File: config.mk
export PLATFORM = sky130hd
export DESIGN_NAME = user_input_mc
export DESIGN_NICKNAME = d
export VERILOG_FILES = /design/src/rtl/user_input_mc.sv
export SDC_FILE = /design/constraint.sdc
export NUM_CORES = 1
export LEC_CHECK = 0
export ABC_AREA = 1
export ABC_CLOCK_PERIOD_IN_PS = 6010
export CORE_MARGIN = 2
export CORE_UTILIZATION = 24
export CTS_BUF_LIST = sky130_fd_sc_hd__clkbuf_16
export DETAILED_ROUTE_END_ITERATION = 8
export PLACE_DENSITY = 0.36
export RECOVER_POWER = 50
export SYNTH_ARGS = -nofsm -noshare
export SYNTH_HDL_FRONTEND = slang
export SYNTH_SLANG_ARGS = --single-unit
File: constraint.sdc
create_clock -name main_logic_clk_i -period 6.01 [get_ports main_logic_clk_i]
set_input_delay 1.202 -clock main_logic_clk_i [delete_from_list [all_inputs] [get_ports main_logic_clk_i]]
set_output_delay 1.202 -clock main_logic_clk_i [all_outputs]
set_load 0.02 [all_outputs]
File: src/rtl/user_input_mc.sv
// rtl/user_input_mc.sv - multi-channel button debounce, press/repeat detect, arbiter and event FIFO
//
// Each button channel is debounced. A debounced rising edge raises a pending
// press flag. Channels selected by REPEAT_MASK also raise repeat flags while
// the button stays held. One flag is granted per cycle: the lowest channel
// index wins, and on a single channel a press wins over a repeat. The granted
// event is written into a show-ahead FIFO that the game FSM drains.
//
// Optional build macro: USER_INPUT_SYNC_EN adds a 2-flop input synchroniser.
//
// Ports:
//   main_logic_clk_i      clock for the whole block
//   rst_i                 asynchronous active-low reset
//   btn_i                 raw button levels, active-high, one bit per channel
//   user_event_rd_req_i   pops the FIFO head when user_event_ready_o is high
//   user_event_o          FIFO head code (channel index + 1), 0 when empty
//   user_event_repeat_o   FIFO head was produced by auto-repeat
//   user_event_ready_o    FIFO not empty
//   overflow_o            sticky: an event was merged into an already-set flag

module user_input_mc #(
    parameter int                 N_BTN         = 5,
    parameter int                 DEB_CYCLES    = 250000,
    parameter logic [N_BTN-1:0]   REPEAT_MASK   = N_BTN'(5'b01110),
    parameter int                 REPEAT_DELAY  = 25000000,
    parameter int                 REPEAT_PERIOD = 6250000,
    parameter int                 FIFO_DEPTH    = 4,
    localparam int                EV_W          = $clog2(N_BTN + 1)
) (
    input  logic              main_logic_clk_i,
    input  logic              rst_i,
    input  logic [N_BTN-1:0]  btn_i,
    input  logic              user_event_rd_req_i,
    output logic [EV_W-1:0]   user_event_o,
    output logic              user_event_repeat_o,
    output logic              user_event_ready_o,
    output logic              overflow_o
);

    localparam int DEB_W   = $clog2(DEB_CYCLES);
    localparam int RPT_MAX = (REPEAT_DELAY > REPEAT_PERIOD) ? REPEAT_DELAY : REPEAT_PERIOD;
    localparam int RPT_W   = $clog2(RPT_MAX + 1);
    localparam int PTR_W   = $clog2(FIFO_DEPTH);
    localparam int CNT_W   = PTR_W + 1;

    localparam logic [DEB_W-1:0] DEB_LAST        = DEB_W'(DEB_CYCLES - 1);
    localparam logic [RPT_W-1:0] RPT_LOAD_DELAY  = RPT_W'(REPEAT_DELAY - 1);
    localparam logic [RPT_W-1:0] RPT_LOAD_PERIOD = RPT_W'(REPEAT_PERIOD - 1);
    localparam logic [CNT_W-1:0] CNT_FULL        = CNT_W'(FIFO_DEPTH);

    // ------------------------------------------------------------------
    // Input conditioning
    // ------------------------------------------------------------------
    logic [N_BTN-1:0] btn_s;

`ifdef USER_INPUT_SYNC_EN
    logic [N_BTN-1:0] sync_q1;
    logic [N_BTN-1:0] sync_q2;

    always_ff @(posedge main_logic_clk_i or negedge rst_i) begin
        if (!rst_i) begin
            sync_q1 <= '0;
            sync_q2 <= '0;
        end else begin
            sync_q1 <= btn_i;
            sync_q2 <= sync_q1;
        end
    end

    assign btn_s = sync_q2;
`else
    assign btn_s = btn_i;
`endif

    // ------------------------------------------------------------------
    // Debounce: q follows the sample only after DEB_CYCLES consecutive
    // differing samples; any agreeing sample restarts the count.
    // ------------------------------------------------------------------
    logic [N_BTN-1:0] deb_q;
    logic [N_BTN-1:0] deb_q_d;
    logic [DEB_W-1:0] deb_cnt [N_BTN];

    always_ff @(posedge main_logic_clk_i or negedge rst_i) begin
        if (!rst_i) begin
            deb_q   <= '0;
            deb_q_d <= '0;
            for (int i = 0; i < N_BTN; i++) begin
                deb_cnt[i] <= '0;
            end
        end else begin
            deb_q_d <= deb_q;
            for (int i = 0; i < N_BTN; i++) begin
                if (btn_s[i] != deb_q[i]) begin
                    if (deb_cnt[i] == DEB_LAST) begin
                        deb_q[i]   <= ~deb_q[i];
                        deb_cnt[i] <= '0;
                    end else begin
                        deb_cnt[i] <= deb_cnt[i] + 1'b1;
                    end
                end else begin
                    deb_cnt[i] <= '0;
                end
            end
        end
    end

    // rise is seen the cycle after q sets, so pending lands one edge later.
    logic [N_BTN-1:0] rise;
    assign rise = deb_q & ~deb_q_d;

    // ------------------------------------------------------------------
    // Auto-repeat: count down from the press; each zero emits a tick and
    // reloads the period. Masked-off channels keep their counter at zero.
    // ------------------------------------------------------------------
    logic [RPT_W-1:0] rpt_cnt [N_BTN];
    logic [N_BTN-1:0] rpt_tick;

    always_comb begin
        rpt_tick = '0;
        for (int i = 0; i < N_BTN; i++) begin
            rpt_tick[i] = REPEAT_MASK[i] && deb_q[i] && !rise[i] && (rpt_cnt[i] == '0);
        end
    end

    always_ff @(posedge main_logic_clk_i or negedge rst_i) begin
        if (!rst_i) begin
            for (int i = 0; i < N_BTN; i++) begin
                rpt_cnt[i] <= '0;
            end
        end else begin
            for (int i = 0; i < N_BTN; i++) begin
                if (!REPEAT_MASK[i] || !deb_q[i]) begin
                    rpt_cnt[i] <= '0;
                end else if (rise[i]) begin
                    rpt_cnt[i] <= RPT_LOAD_DELAY;
                end else if (rpt_cnt[i] == '0) begin
                    rpt_cnt[i] <= RPT_LOAD_PERIOD;
                end else begin
                    rpt_cnt[i] <= rpt_cnt[i] - 1'b1;
                end
            end
        end
    end

    // ------------------------------------------------------------------
    // Arbitration and event flags
    // ------------------------------------------------------------------
    logic [N_BTN-1:0] pending;
    logic [N_BTN-1:0] rpt_pending;
    logic [N_BTN-1:0] req;
    logic [N_BTN-1:0] gnt_oh;
    logic [N_BTN-1:0] grant_fresh;
    logic [N_BTN-1:0] grant_rpt;
    logic [N_BTN-1:0] drop;
    logic [EV_W-1:0]  push_code;
    logic             push_rep;
    logic             push;
    logic             pop;
    logic             can_accept;
    logic [PTR_W-1:0] wr_ptr;
    logic [PTR_W-1:0] rd_ptr;
    logic [CNT_W-1:0] count;

    assign pop        = user_event_rd_req_i && (count != '0);
    assign can_accept = (count != CNT_FULL) || pop;
    assign req        = pending | rpt_pending;
    // Isolate the lowest set request bit: channel 0 has top priority.
    assign gnt_oh     = req & (~req + 1'b1);
    assign push       = (req != '0) && can_accept;

    always_comb begin
        push_code   = '0;
        push_rep    = |(gnt_oh & ~pending);
        grant_fresh = push ? (gnt_oh & pending)  : '0;
        grant_rpt   = push ? (gnt_oh & ~pending) : '0;
        for (int i = 0; i < N_BTN; i++) begin
            if (gnt_oh[i]) begin
                push_code = EV_W'(i + 1);
            end
        end
        // A new event only merges if its flag survives this edge.
        drop = (rise & pending & ~grant_fresh) | (rpt_tick & rpt_pending & ~grant_rpt);
    end

    always_ff @(posedge main_logic_clk_i or negedge rst_i) begin
        if (!rst_i) begin
            pending     <= '0;
            rpt_pending <= '0;
            overflow_o  <= 1'b0;
        end else begin
            pending     <= (pending & ~grant_fresh) | rise;
            rpt_pending <= (rpt_pending & ~grant_rpt) | rpt_tick;
            overflow_o  <= overflow_o | (|drop);
        end
    end

    // ------------------------------------------------------------------
    // Show-ahead FIFO, entries are {repeat_flag, code}
    // ------------------------------------------------------------------
    logic [EV_W:0] mem [FIFO_DEPTH];

    always_ff @(posedge main_logic_clk_i) begin
        if (push) begin
            mem[wr_ptr] <= {push_rep, push_code};
        end
    end

    always_ff @(posedge main_logic_clk_i or negedge rst_i) begin
        if (!rst_i) begin
            wr_ptr <= '0;
            rd_ptr <= '0;
            count  <= '0;
        end else begin
            if (push) begin
                wr_ptr <= wr_ptr + 1'b1;
            end
            if (pop) begin
                rd_ptr <= rd_ptr + 1'b1;
            end
            if (push && !pop) begin
                count <= count + 1'b1;
            end else if (pop && !push) begin
                count <= count - 1'b1;
            end
        end
    end

    assign user_event_ready_o  = (count != '0);
    assign user_event_o        = user_event_ready_o ? mem[rd_ptr][EV_W-1:0] : '0;
    assign user_event_repeat_o = user_event_ready_o && mem[rd_ptr][EV_W];

endmodule

==> impl_results.md <==
* Status: finished, violations left
* Failing checks: max-capacitance violations, max-slew violations
* Rows at 78
* CTS sink count at 209
* Hold path depth at 1
* Worst VDD drop at 0.181 mV
* Post-CTS Hold Fix Bufs at 0
* Leak at 5.66 nW
* Core Region at 45500 um^2
* Rel. slew slack at -0.773
* Syn nets at 1391
* I/O pin count at 14
* H-tree levels at 1
* Family with the most delay on the worst path: buffers and inverters
* Multi-input logic area at 4880 um^2
* Ys Warns at 0
* DR iter-0 viols at 443
* Synth Instances at 1369
* Final min period at 3.37 ns
* Worst path bufs/invs at 2
* Fin cells at 2021
* Reg2reg setup slack at 3.57 ns
* Root buffer cell: clkbuf_16
* Die Width at 219 um
* Placed insts at 1973
* Commonest non-fill, non-tap cell in the layout: nor2_1
* Initial Utilization at 0.244
* Largest net degree at the start of global routing at 98
* # fillers at 4950
* Final setup viols at 0
* Vias in the first global route at 8427
* Yosys cell types at 48
* Tcrit/Tclk final at 0.561
* Setup Fix Bufs, Post-CTS at 0
* Post-Syn Area at 11100 um^2
* Max-cap violations at 1
* Final Instance Area at 12800 um^2
* Hold_ws at 0.447 ns
* R2R cell count at 8
* Hold Path End: pending[0]$_DFF_PN0_
* Layout Utilization at 0.281
* Final wirelength at 24600 um
* Routed Antenna Nets at 0
* Clock slew at reported path FFs at 0.06 ns
* Most frequent cells in the layout: nor2_1, nand2_1, inv_1
* Seq/Total Area, Yosys at 0.479
* Critical path's slowest cell: clkdlybuf4s50_1
* Worst setup SP type: flop
* WL/cell at 12.2 um
* Gpl congestion at 0.753
* Post-DP HPWL at 17400 um
* Worst Tran Pin Value at 2.66 ns
* Die area at 48000 um^2
* Detailed Routing Iterations Pass 1 at 7
* CP endpoint kind: primary output
* Register Area at 5310 um^2
* RSZ-0062 raised after global routing: no
* Synth Register Bits at 209
* WP data arrival at 2.17 ns
* Hold Crit Class: flop to flop
* Reg-to-reg critical path startpoint: deb_cnt[41]$_DFF_PN0_
* Vias/cell at 4.15
* Syn-to-layout area delta at 15.0%
* Vert. Die Dim at 219 um
* Initial antenna violation count at 0
* Share of layout cells above drive strength 1 at 0.0732
* First-pass GRT wire length at 42800 um
* Input/output buffers at 13
* Final Hold Fails at 0
* Worst path cell trace: inv_1 > o21ai_0 > a21oi_1 > clkdlybuf4s50_1
* Diode count at 0
* Clock Latency Late Sink at 0.54 ns
* Syn_area_per_cell at 8.10 um^2
* Worst EP required at 4.81 ns
* Final #Nets at 1424
* Post-route DRC at 0
* CTS tree: done
* CTS resizes at 0
* Fin Setup TNS at 0 ns
* Num CTS Buffers at 27
* Delay of the slowest cell on the worst path at 0.61 ns
* Placed cell areas at 12000 um^2
* CP max FO at 10
* Worst reg2reg endpoint: deb_cnt[51]$_DFF_PN0_
* Aggregate global-route resource usage at 0.108
* WS Path Type: flop to primary output
* Post-synth EDFFs at 16
* PwrDens at 304 nW/um^2
* Primary FF master, synth: dfrtp_1
* Clock skew at 0.00703 ns
* Pins over their slew limit at 97
* Via Count at 8381
* Fmax achieved at 0.296 GHz
* CTS max path bufs at 3
* Post-synthesis async set-or-reset flop share at 0.923
* Remaining global-route overflow at 0
* Hold wc startpoint: deb_q_d[0]$_DFF_PN0_
==> cell families (layout without fill, tap and decap cells) <==
kind of cell    after synthesis  count (layout)  synth area share
fa+ha+maj                    14              14            0.0165
xor+xnor                     99              99            0.0782
compound gates              113             113            0.0549
mux                           1               1           0.00102
simple gates                717             717             0.297
buf+inv                     216             268            0.0737
flops                       209             209             0.479
==> metrics by stage <==
step / worst slack (ns) / power (mW)
floorplan: 3.32 / 2.07
global placement: 2.59 / 2.29
detailed placement: 2.56 / 2.28
CTS: 2.58 / 4.00
global route: 2.40 / 4.13
finish: 2.64 / 3.88
==> area by class of cell <==
type	instances	area share
inverter	206	0.0606
tap	600	0.0588
clock buffer	27	0.0529
timing repair buffer	14	0.0114
clock inverter	21	0.0180
sequential	209	0.416
multi-input combinational	944	0.382
==> layer usage <==
layer  part of all wire  wire length [um]  GRT usage  vias up
met5                  0                 0          0        -
met4              0.018               453     0.0313        0
met3              0.033               807     0.0180       31
met2               0.44             10900      0.173       73
met1               0.51             12500      0.149     3902
li1                   -                 -          -     4375
==> where the power goes <==
part | internal (mW) | total, mW | switching (mW)
Sequential | 1.55 | 1.61 | 0.0608
Clock | 1.03 | 1.67 | 0.639
Combinational | 0.215 | 0.602 | 0.387
==> state kept, by name, indices dropped and copies added (netlist names) <==
register	count
rpt_pending	5
wr_ptr	2
overflow_o	1
pending	5
count	3
rd_ptr	2
deb_q_d	5
deb_cnt	90
rpt_cnt	75
mem	16
deb_q	5
==> worst max-delay path by stage <==
stage / start / endpoint / slack [ns] / depth (start not counted)
after floorplan: user_event_rd_req_i / count[2]$_DFFE_PN0P_ / 3.32 / 9
after global placement: user_event_rd_req_i / count[2]$_DFFE_PN0P_ / 2.59 / 10
after detailed placement: user_event_rd_req_i / count[2]$_DFFE_PN0P_ / 2.56 / 10
after CTS: rd_ptr[0]$_DFFE_PN0N_ / user_event_o[1] / 2.58 / 4
after global routing: rst_i / rpt_cnt[39]$_DFF_PN0_ / 2.40 / 1
final: rd_ptr[0]$_DFFE_PN0N_ / user_event_repeat_o / 2.64 / 4
==> cells in the mapped netlist (4+ instances only) <==
library cell / count / area share
a21oi_1: 26 / 0.012
a31oi_1: 5 / 0.0028
buf_2: 5 / 0.0023
clkbuf_1: 4 / 0.0014
dfrtp_1: 193 / 0.44
edfxtp_1: 16 / 0.043
ha_1: 13 / 0.015
inv_1: 196 / 0.066
inv_2: 10 / 0.0034
nand2_1: 230 / 0.078
nand2_2: 10 / 0.0056
nand3_1: 64 / 0.029
nand3_2: 12 / 0.011
nand3b_1: 4 / 0.0027
nand4_1: 26 / 0.015
nor2_1: 271 / 0.092
nor2_2: 25 / 0.014
nor2_4: 10 / 0.010
nor3_1: 28 / 0.013
nor3_2: 6 / 0.0054
nor3b_1: 10 / 0.0068
nor4_1: 8 / 0.0045
o21ai_0: 64 / 0.029
o21ai_1: 5 / 0.0023
xnor2_1: 30 / 0.024
xor2_1: 69 / 0.054
==> worst register-to-register path: stages, from the launching register on <==
cell and delay (ns):
dfrtp_1 0.41, nor2_1 0.16, nand3_1 0.10, nor2_1 0.14
nand2_1 0.08, o21ai_0 1.02, inv_2 0.20, o21ai_0 0.15
nor2_1 0.07
Power figures use the tool's default switching activity.
